**src/rtl/wave_gen_vpp.sv**
```systemverilog
// wave_gen_vpp: programmable square / triangle / sawtooth / DC sample source
// for the DAC path. The swing runs exactly between the latched Min and Max.
// It emits either a fixed number of periods or runs continuously.
module wave_gen_vpp #(
    parameter int DW = 12,
    parameter int CW = 32
) (
    input  logic          clk_sample,
    input  logic          rst,
    input  logic          en,
    input  logic [1:0]    mode,
    input  logic [DW-1:0] Max_set,
    input  logic [DW-1:0] Min_set,
    input  logic [DW-1:0] Step,
    input  logic [CW-1:0] Hold,
    input  logic [CW-1:0] Times,
    output logic [DW-1:0] Dataout,
    output logic          period_end,
    output logic          done,
    output logic          cfg_err
);

    typedef enum logic [1:0] {IDLE, RUN, DONE} state_t;

    localparam logic [1:0] MODE_SQ  = 2'd0;
    localparam logic [1:0] MODE_TRI = 2'd1;
    localparam logic [1:0] MODE_SAW = 2'd2;
    localparam logic [1:0] MODE_DC  = 2'd3;

    state_t        state_q, state_d;
    logic [1:0]    mode_q, mode_d;
    logic [DW-1:0] max_q, max_d;
    logic [DW-1:0] min_q, min_d;
    logic [DW-1:0] step_q, step_d;
    logic [CW-1:0] hold_q, hold_d;
    logic [CW-1:0] times_q, times_d;
    logic [DW-1:0] data_q, data_d;
    logic          pe_q, pe_d;
    logic          done_q, done_d;
    logic          err_q, err_d;
    logic          dir_q, dir_d;      // triangle direction: 1 = going down
    logic          phase_q, phase_d;  // square half: 1 = low (Min) half
    logic [CW-1:0] cnt_q, cnt_d;      // samples emitted in current hold window
    logic [CW-1:0] per_q, per_d;      // completed periods

    // Ramp arithmetic is done one bit wider so a large Step cannot wrap.
    logic [DW:0]   up_sum;
    logic [DW:0]   down_lim;
    logic [CW-1:0] cnt_next;
    logic [CW-1:0] per_next;
    logic          cfg_ok;

    assign up_sum   = {1'b0, data_q} + {1'b0, step_q};
    assign down_lim = {1'b0, min_q} + {1'b0, step_q};
    assign cnt_next = (cnt_q == hold_q) ? CW'(1) : cnt_q + CW'(1);
    assign per_next = per_q + CW'(1);

    // Validity of the live configuration inputs, judged at the latch edge.
    always_comb begin
        cfg_ok = (Max_set > Min_set);
        if ((mode == MODE_TRI || mode == MODE_SAW) && Step == '0) cfg_ok = 1'b0;
        if (mode == MODE_SQ && Hold == '0) cfg_ok = 1'b0;
    end

    // State register and all registered outputs.
    always_ff @(posedge clk_sample or posedge rst) begin
        if (rst) begin
            state_q <= IDLE;
            mode_q  <= '0;
            max_q   <= '0;
            min_q   <= '0;
            step_q  <= '0;
            hold_q  <= '0;
            times_q <= '0;
            data_q  <= '0;
            pe_q    <= 1'b0;
            done_q  <= 1'b0;
            err_q   <= 1'b0;
            dir_q   <= 1'b0;
            phase_q <= 1'b0;
            cnt_q   <= '0;
            per_q   <= '0;
        end else begin
            state_q <= state_d;
            mode_q  <= mode_d;
            max_q   <= max_d;
            min_q   <= min_d;
            step_q  <= step_d;
            hold_q  <= hold_d;
            times_q <= times_d;
            data_q  <= data_d;
            pe_q    <= pe_d;
            done_q  <= done_d;
            err_q   <= err_d;
            dir_q   <= dir_d;
            phase_q <= phase_d;
            cnt_q   <= cnt_d;
            per_q   <= per_d;
        end
    end

    // Next-state, waveform sample and period bookkeeping.
    always_comb begin
        state_d = state_q;
        mode_d  = mode_q;
        max_d   = max_q;
        min_d   = min_q;
        step_d  = step_q;
        hold_d  = hold_q;
        times_d = times_q;
        data_d  = data_q;
        pe_d    = 1'b0;
        done_d  = 1'b0;
        err_d   = 1'b0;
        dir_d   = dir_q;
        phase_d = phase_q;
        cnt_d   = cnt_q;
        per_d   = per_q;

        if (!en) begin
            state_d = IDLE;
            data_d  = min_q;
            per_d   = '0;
            cnt_d   = '0;
            dir_d   = 1'b0;
            phase_d = 1'b0;
        end else begin
            case (state_q)
                IDLE: begin
                    mode_d  = mode;
                    max_d   = Max_set;
                    min_d   = Min_set;
                    step_d  = Step;
                    hold_d  = Hold;
                    times_d = Times;
                    if (cfg_ok) begin
                        state_d = RUN;
                        dir_d   = 1'b0;
                        phase_d = 1'b0;
                        cnt_d   = CW'(1);
                        per_d   = '0;
                        data_d  = (mode == MODE_SQ) ? Max_set : Min_set;
                    end else begin
                        err_d = 1'b1;
                    end
                end
                RUN: begin
                    case (mode_q)
                        MODE_SQ: begin
                            cnt_d = cnt_next;
                            if (cnt_q == hold_q) phase_d = ~phase_q;
                            data_d = phase_d ? min_q : max_q;
                            pe_d   = phase_d && (cnt_next == hold_q);
                        end
                        MODE_TRI: begin
                            if (!dir_q) begin
                                if (up_sum >= {1'b0, max_q}) begin
                                    data_d = max_q;
                                    dir_d  = 1'b1;
                                end else begin
                                    data_d = up_sum[DW-1:0];
                                end
                            end else begin
                                if ({1'b0, data_q} <= down_lim) begin
                                    data_d = min_q;
                                    dir_d  = 1'b0;
                                    pe_d   = 1'b1;
                                end else begin
                                    data_d = data_q - step_q;
                                end
                            end
                        end
                        MODE_SAW: begin
                            if (data_q == max_q) begin
                                data_d = min_q;
                            end else if (up_sum >= {1'b0, max_q}) begin
                                data_d = max_q;
                                pe_d   = 1'b1;
                            end else begin
                                data_d = up_sum[DW-1:0];
                            end
                        end
                        default: begin
                            data_d = min_q;
                            if (hold_q != '0) begin
                                cnt_d = cnt_next;
                                pe_d  = (cnt_next == hold_q);
                            end
                        end
                    endcase
                    if (pe_d) begin
                        per_d = per_next;
                        if (times_q != '0 && per_next == times_q) state_d = DONE;
                    end
                end
                default: begin
                    data_d = min_q;
                    done_d = 1'b1;
                end
            endcase
        end
    end

    assign Dataout    = data_q;
    assign period_end = pe_q;
    assign done       = done_q;
    assign cfg_err    = err_q;

endmodule

```
**config.mk**
```make
export PLATFORM = sky130hd
export DESIGN_NAME = wave_gen_vpp
export DESIGN_NICKNAME = d
export VERILOG_FILES = /design/src/rtl/wave_gen_vpp.sv
export SDC_FILE = /design/constraint.sdc
export NUM_CORES = 1
export LEC_CHECK = 0
export CORE_MARGIN = 3
export CORE_UTILIZATION = 55
export CTS_CLUSTER_DIAMETER = 50
export CTS_CLUSTER_SIZE = 20
export DETAILED_ROUTE_END_ITERATION = 10
export PLACE_DENSITY = 0.73
export SYNTH_ARGS = -nofsm -noshare
export SYNTH_HDL_FRONTEND = slang
export SYNTH_SLANG_ARGS = --single-unit
```
**constraint.sdc**
```tcl
create_clock -name clk_sample -period 15.6 [get_ports clk_sample]
set_input_delay 3.12 -clock clk_sample [delete_from_list [all_inputs] [get_ports clk_sample]]
set_output_delay 3.12 -clock clk_sample [all_outputs]
set_load 0.03 [all_outputs]
```
==> impl_metrics.ini, run 1 <==
[status]
status = complete, no violations

[timing]
rsz0062_at_grt = no
fin_skew_ns = 0.0206
worst_pin_slew_ns = 0.996
relSlewSlack = 0.330
clock.fmax_ghz = 0.145
timing.final.hold_violations = 0
final.setup.tns_ns = 0
post-route-min-period_ns = 6.88
final-setup-viol-count = 0
fin_crit_sh = 0.441
drv_slew = 0

[cells_and_area]
drive_gt1_frac = 0.0491
fin_util = 0.637
stdcell_count = 2141
design_area_mm2 = 0.0161
n_antenna_cell = 0
area_growth_pct = 13.4
fin_nets = 1984

[yosys]
seq_area_frac_synth = 0.326
ys_ff_latch = 185
ys_async_sr_fraction = 1.00
synthCells = 1744
synth_top_flop_cell = dfrtp_1
synth_cell_types = 87
synth-edff-count = 0
syn-num-nets = 1930
synth_warnings = 0
synth_area_mm2 = 0.0142
avgSynthCellArea_um2 = 8.13

[power]
p_leak_nw = 7.12
pwr-share-seq = 0.342
power.combinational.fraction = 0.404
p_total_w = 0.00180
power_density_mw_per_mm2 = 112
p_int_w = 0.00108
power.share.clock = 0.255
swShare = 0.398
switching_power_w = 0.000717
vdd_drop_max_v = 0.0000814

[clocking]
post_cts_buffers = 0
clockRootBuffer = clkbuf_16
cts_tree = yes
clockBufferDepth = 2
holdBufCountCts = 0
htree_levels = 4
insertion_delay_ns = 0.45
ctsResizeCount = 0
cts.sinks = 185
numCtsBuffers = 17
path_clk_slew_ns = 0.07

[floorplanning]
design.die.area_mm2 = 0.0277
fp-row-count = 58
start_util = 0.562
ios = 120
die_x_um = 167
core_mm2 = 0.0253
die_h_um = 167

[critical_path]
crit_path_end_kind = flop
rrSetupSlack_ns = 9.30
critPathRequiredTime_ns = 15.91
critPathMaxFanout = 42
r2r_cells = 22
crit_top_cell = buf_4
r2r-end = per_q[0]$_DFFE_PP0P_
path_class = primary input to flop
crit_slowest_cell = nor4_1
r2r_start = step_q[1]$_DFFE_PP0P_
critPathMaxStageDelay_ns = 0.68
arrival_ns = 7.19
start_kind = primary input
path_cells = clkdlybuf4s50_1 -> inv_1 -> ha_1 -> buf_4 -> nor4b_1 -> nand4_1 -> nor4_1 -> a41oi_1 -> a21oi_2 -> buf_4 -> nor2_1 -> o21ai_2 -> buf_4 -> nor2_1 -> nand4_1 -> o21ai_0

[place]
portBuffers = 119
routabilityCongestion = 0.928
dp.cells = 2109
dp_hpwl_um = 31700
place_area_mm2 = 0.0155

[global_routing]
grt_pass1_vias = 12700
grt-ovfl-total = 0
grt_pass1_wl_um = 68400
grt_max_degree = 114
antenna_found_initial = 0
groute.usage.overall = 0.301

[detailed_routing]
num_vias = 13200
route.detailed.drc = 0
first_iter_violations = 1093
vias_per_cell = 6.18
wirelength_um = 42500
postRouteAntennaNets = 0
dr.pass1.iters = 6
wl_per_cell_um = 19.8

[hold_path]
hp-start = times_q[3]$_DFFE_PP0P_
hold_end = times_q[3]$_DFFE_PP0P_
min_path_cells = 2
hp-class = flop to flop

[flow_run]
maxCapViolCount = 0
layer usage:
layer | GRT usage | vias to the layer above | part of all wire
met3 | 0.0479 | 93 | 0.072
met5 | 0 | - | 0
li1 | - | 6262 | -
met1 | 0.414 | 6300 | 0.43
met2 | 0.491 | 568 | 0.47
met4 | 0.0983 | 0 | 0.029
state kept, by name, indices dropped and copies added, names as in the netlist, 2 cells and up:
name     cells
Dataout     12
cnt_q       32
hold_q      32
max_q       12
min_q       12
mode_q       2
per_q       32
state_q      2
step_q      12
times_q     32
cells in the final DEF (no fill, tap or decap), types with 11 or more instances in the layout:
cell type	netlist	layout
o21ai_0	142	142
xor2_1	50	50
dfrtp_1	185	185
nor2b_1	21	21
nand4_1	29	29
nor2_1	104	103
clkbuf_16	0	17
a21o_1	20	20
and3_1	29	29
o31ai_1	24	24
xnor2_1	103	103
nand2b_1	15	15
mux2i_1	11	11
a221oi_1	12	12
nand3_1	69	69
a31oi_1	12	12
buf_4	3	14
nor4_1	35	35
ha_1	78	78
nand2_1	330	329
clkdlybuf4s50_1	0	119
a21oi_1	71	70
inv_1	78	77
nor3_1	24	24
metrics by stage:
stage | setup WS [ns] | hold slack, ns
6_report | 8.72 | 0.513
2_1_floorplan | 7.45 | 0.470
3_3_place_gp | 8.45 | 0.488
5_1_grt | 8.47 | 0.541
4_1_cts | 8.78 | 0.511
3_5_place_dp | 8.30 | 0.496
power groups by stage:
stage / sequential, W / combinational [W] / clock [W]
6_report: 0.000615 / 0.000727 / 0.000459
5_1_grt: 0.000622 / 0.000800 / 0.000483
4_1_cts: 0.000613 / 0.000716 / 0.000464
3_5_place_dp: 0.000621 / 0.000710 / 0
3_3_place_gp: 0.000621 / 0.000697 / 0
2_1_floorplan: 0.000605 / 0.000504 / 0
cells in the mapped netlist, drive strengths merged, types with 20 or more instances:
cell type  number  area, um^2
and3           29         181
nor2b          21         131
nand4          32         228
o21ai         147         739
a21o           20         150
dfrtp         185        4630
buf            30         186
ha             78         976
xor2           50         438
xnor2         103         902
o31ai          24         180
nand2         331        1240
nor4           40         308
nand3          70         355
inv            78         293
clkbuf         68         255
nor2          104         390
nor3           26         146
a21oi          71         355
worst max-delay path by stage:
stage,end,cells past startpoint,start
2_1_floorplan,Dataout[0]$_DFFE_PP0P_,1,rst
3_3_place_gp,cnt_q[28]$_DFFE_PP0P_,16,mode[0]
3_5_place_dp,cnt_q[28]$_DFFE_PP0P_,16,mode[0]
4_1_cts,cnt_q[28]$_DFFE_PP0P_,16,mode[0]
5_1_grt,cnt_q[28]$_DFFE_PP0P_,16,mode[0]
6_report,cnt_q[28]$_DFFE_PP0P_,16,mode[0]
worst max-delay path, delay by kind of cell:
family                   cells  cell delay, ns
AND/OR/NAND/NOR              6            1.86
AO/OA/AOI/OAI                4            0.64
adder cells (fa/ha/maj)      1            0.14
buffers and inverters        5            1.41
cell type report:
class,instances,area [um^2]
clock buffers,17,425
well taps,330,413
multi-input cells,1383,8840
fillers,2265,9170
flip-flops and latches,185,4630
inverters,78,300
repair buffers,133,1300
clock inverters,15,185
cell families after synthesis:
| logic type | synth area share |
|---|---|
| AND/OR/NAND/NOR | 0.259 |
| buffers and inverters | 0.0518 |
| multiplexers | 0.00935 |
| AO/OA/AOI/OAI | 0.177 |
| XOR/XNOR | 0.104 |
| adder cells (fa/ha/maj) | 0.0730 |
| flip-flops | 0.326 |
Power figures use the tool's default switching activity.
==> run 2: changes to the inputs <==
==> constraint.sdc (replaced) <==
create_clock -name clk_sample -period 7 [get_ports clk_sample]
set_input_delay 1.4 -clock clk_sample [delete_from_list [all_inputs] [get_ports clk_sample]]
set_output_delay 1.4 -clock clk_sample [all_outputs]
set_load 0.03 [all_outputs]
==> run 2 against run 1 <==
Clock power is 120% higher. Sequential power is 120% higher. Sequential cell count unchanged. First-iteration DRC count rose by 20%. Register-to-register slack worse by 8.3 ns.
==> impl_metrics.ini, run 2 (same netlist as run 1, synthesis figures left out) <==
[power]
swShare = 0.402
vdd_drop_max_v = 0.000162
p_total_w = 0.00400
power.combinational.fraction = 0.407
p_int_w = 0.00239
power_density_mw_per_mm2 = 248
p_leak_nw = 7.12
pwr-share-seq = 0.340
power.share.clock = 0.252
switching_power_w = 0.00161

[critical_path]
path_delay_family = compound AO/OA/AOI/OAI gates
crit_slowest_cell = dfrtp_1
cp.buffers_inverters = 1
critPathMaxStageDelay_ns = 0.52
critPathRequiredTime_ns = 7.33
crit_top_cell = nand2b_1
path_class = flop to flop
start_kind = flop
crit_path_end_kind = flop
critPathMaxFanout = 41
path_cells = ha_1 -> nand2b_1 -> a21oi_1 -> o21bai_1 -> a31oi_1 -> a21oi_1 -> o21ba_2 -> o31ai_1 -> xor2_1 -> ha_1 -> a211oi_1 -> nand3_1 -> o31a_1 -> a221oi_1 -> nand2b_1 -> a21o_1 -> and2_4 -> nand2b_1 -> inv_1 -> mux2_2
arrival_ns = 6.30

[global_routing]
grt-ovfl-total = 0
antenna_found_initial = 0
groute.usage.overall = 0.296
grt_max_degree = 126
grt_pass1_vias = 12500
grt_pass1_wl_um = 67400

[floorplanning]
start_util = 0.562
die_h_um = 167
die_x_um = 167
fp-row-count = 58
core_mm2 = 0.0253
design.die.area_mm2 = 0.0277
ios = 120

[clocking]
clockRootBuffer = clkbuf_16
holdBufCountCts = 0
ctsResizeCount = 0
cts.sinks = 185
clockBufferDepth = 2
cts_tree = yes
path_clk_slew_ns = 0.08
numCtsBuffers = 17
htree_levels = 4
insertion_delay_ns = 0.44
post_cts_buffers = 0

[timing]
fin_skew_ns = 0.0173
relSlewSlack = 0.236
post-route-min-period_ns = 5.97
setup_ws_ns = 1.03
final.setup.tns_ns = 0
fin_crit_sh = 0.853
worst_pin_slew_ns = 1.14
drv_slew = 0
rsz0062_at_grt = no
timing.final.hold_violations = 0
final-setup-viol-count = 0
clock.fmax_ghz = 0.168

[cells_and_area]
area_growth_pct = 13.4
n_antenna_cell = 0
n_fill_cell = 2235
mostFrequentLayoutCells = 329 x nand2_1, 185 x dfrtp_1, 142 x o21ai_0, 119 x clkdlybuf4s50_1
final_common_cell = nand2_1
fin_util = 0.637
drive_gt1_frac = 0.0491
fin_nets = 1985

[detailed_routing]
postRouteAntennaNets = 0
first_iter_violations = 1311
route.detailed.drc = 0
vias_per_cell = 6.19
dr.pass1.iters = 6
wl_per_cell_um = 19.5
wirelength_um = 41700
num_vias = 13300

[place]
dp_slack_ns = 1.14
dp_hpwl_um = 30800
portBuffers = 119
routabilityCongestion = 1.02

[hold_path]
hp-class = flop to flop

[status]
status = complete, no violations

[flow_run]
maxCapViolCount = 0
[run 2: changes by cell type in the layout (fill, tap and decap cells not counted)]
cell        change
bufinv_16       -1
clkinvlp_4      -1
clkinv_2        -1
buf_4           +1
clkbuf_1        +1
clkinv_8        +2
[run 2: final timing paths]
check / from / endpoint / slack (ns) / depth (start not counted)
worst max-delay path: Dataout[1]$_DFFE_PP0P_ / per_q[0]$_DFFE_PP0P_ / 1.03 / 20
worst min-delay path: per_q[31]$_DFFE_PP0P_ / per_q[31]$_DFFE_PP0P_ / 0.52 / 1
worst max register to register: Dataout[1]$_DFFE_PP0P_ / per_q[0]$_DFFE_PP0P_ / 1.03 / 20
worst min register to register: per_q[31]$_DFFE_PP0P_ / per_q[31]$_DFFE_PP0P_ / 0.52 / 1
max in group asynchronous: rst / cnt_q[12]$_DFFE_PP0P_ / 4.04 / 3
min in group asynchronous: rst / hold_q[20]$_DFFE_PP0P_ / 1.48 / 2
[run 2: worst register-to-register path: cells and delay by family (launching register included)]
| kind | cells | cell delay, ns |
|---|---|---|
| AO/OA/AOI/OAI | 10 | 2.48 |
| adder cells (fa/ha/maj) | 2 | 0.66 |
| buffers and inverters | 1 | 0.21 |
| multiplexers | 1 | 0.30 |
| flip-flops | 1 | 0.52 |
| XOR/XNOR | 1 | 0.25 |
| AND/OR/NAND/NOR | 5 | 1.44 |
[run 2: power groups by stage]
| stage | logic, W | clock network (W) | registers (W) |
|---|---|---|---|
| finish | 0.00163 | 0.00101 | 0.00136 |
| global route | 0.00180 | 0.00107 | 0.00137 |
| CTS | 0.00160 | 0.00102 | 0.00136 |
| detailed placement | 0.00159 | 0 | 0.00138 |
| global placement | 0.00155 | 0 | 0.00137 |
| floorplan | 0.00112 | 0 | 0.00135 |
[run 2: layer usage]
layer | GRT usage | up-vias | wire length [um] | part of all wire
met5 | 0 | - | 0 | 0
met4 | 0.104 | 0 | 1390 | 0.033
met3 | 0.0439 | 97 | 3010 | 0.072
met2 | 0.469 | 593 | 19000 | 0.46
met1 | 0.417 | 6295 | 18300 | 0.44
li1 | - | 6269 | - | -
[run 2: area by class of cell]
class	instances	area, um^2	share of cell area
Clock buffer	18	429	0.0267
Sequential cell	185	4630	0.288
Timing Repair Buffer	134	1300	0.0810
Inverter	78	300	0.0187
Multi-Input combinational cell	1383	8840	0.549
Tap cell	330	413	0.0257
Clock inverter	14	175	0.0109
[run 2: through the flow]
step / hold WS (ns) / instance area (um^2) / instances
2_1_floorplan: 0.470 / 14200 / 1744
3_3_place_gp: 0.494 / 15500 / 2110
3_5_place_dp: 0.495 / 15500 / 2110
4_1_cts: 0.515 / 16100 / 2142
5_1_grt: 0.527 / 16100 / 2142
6_report: 0.516 / 16100 / 2142
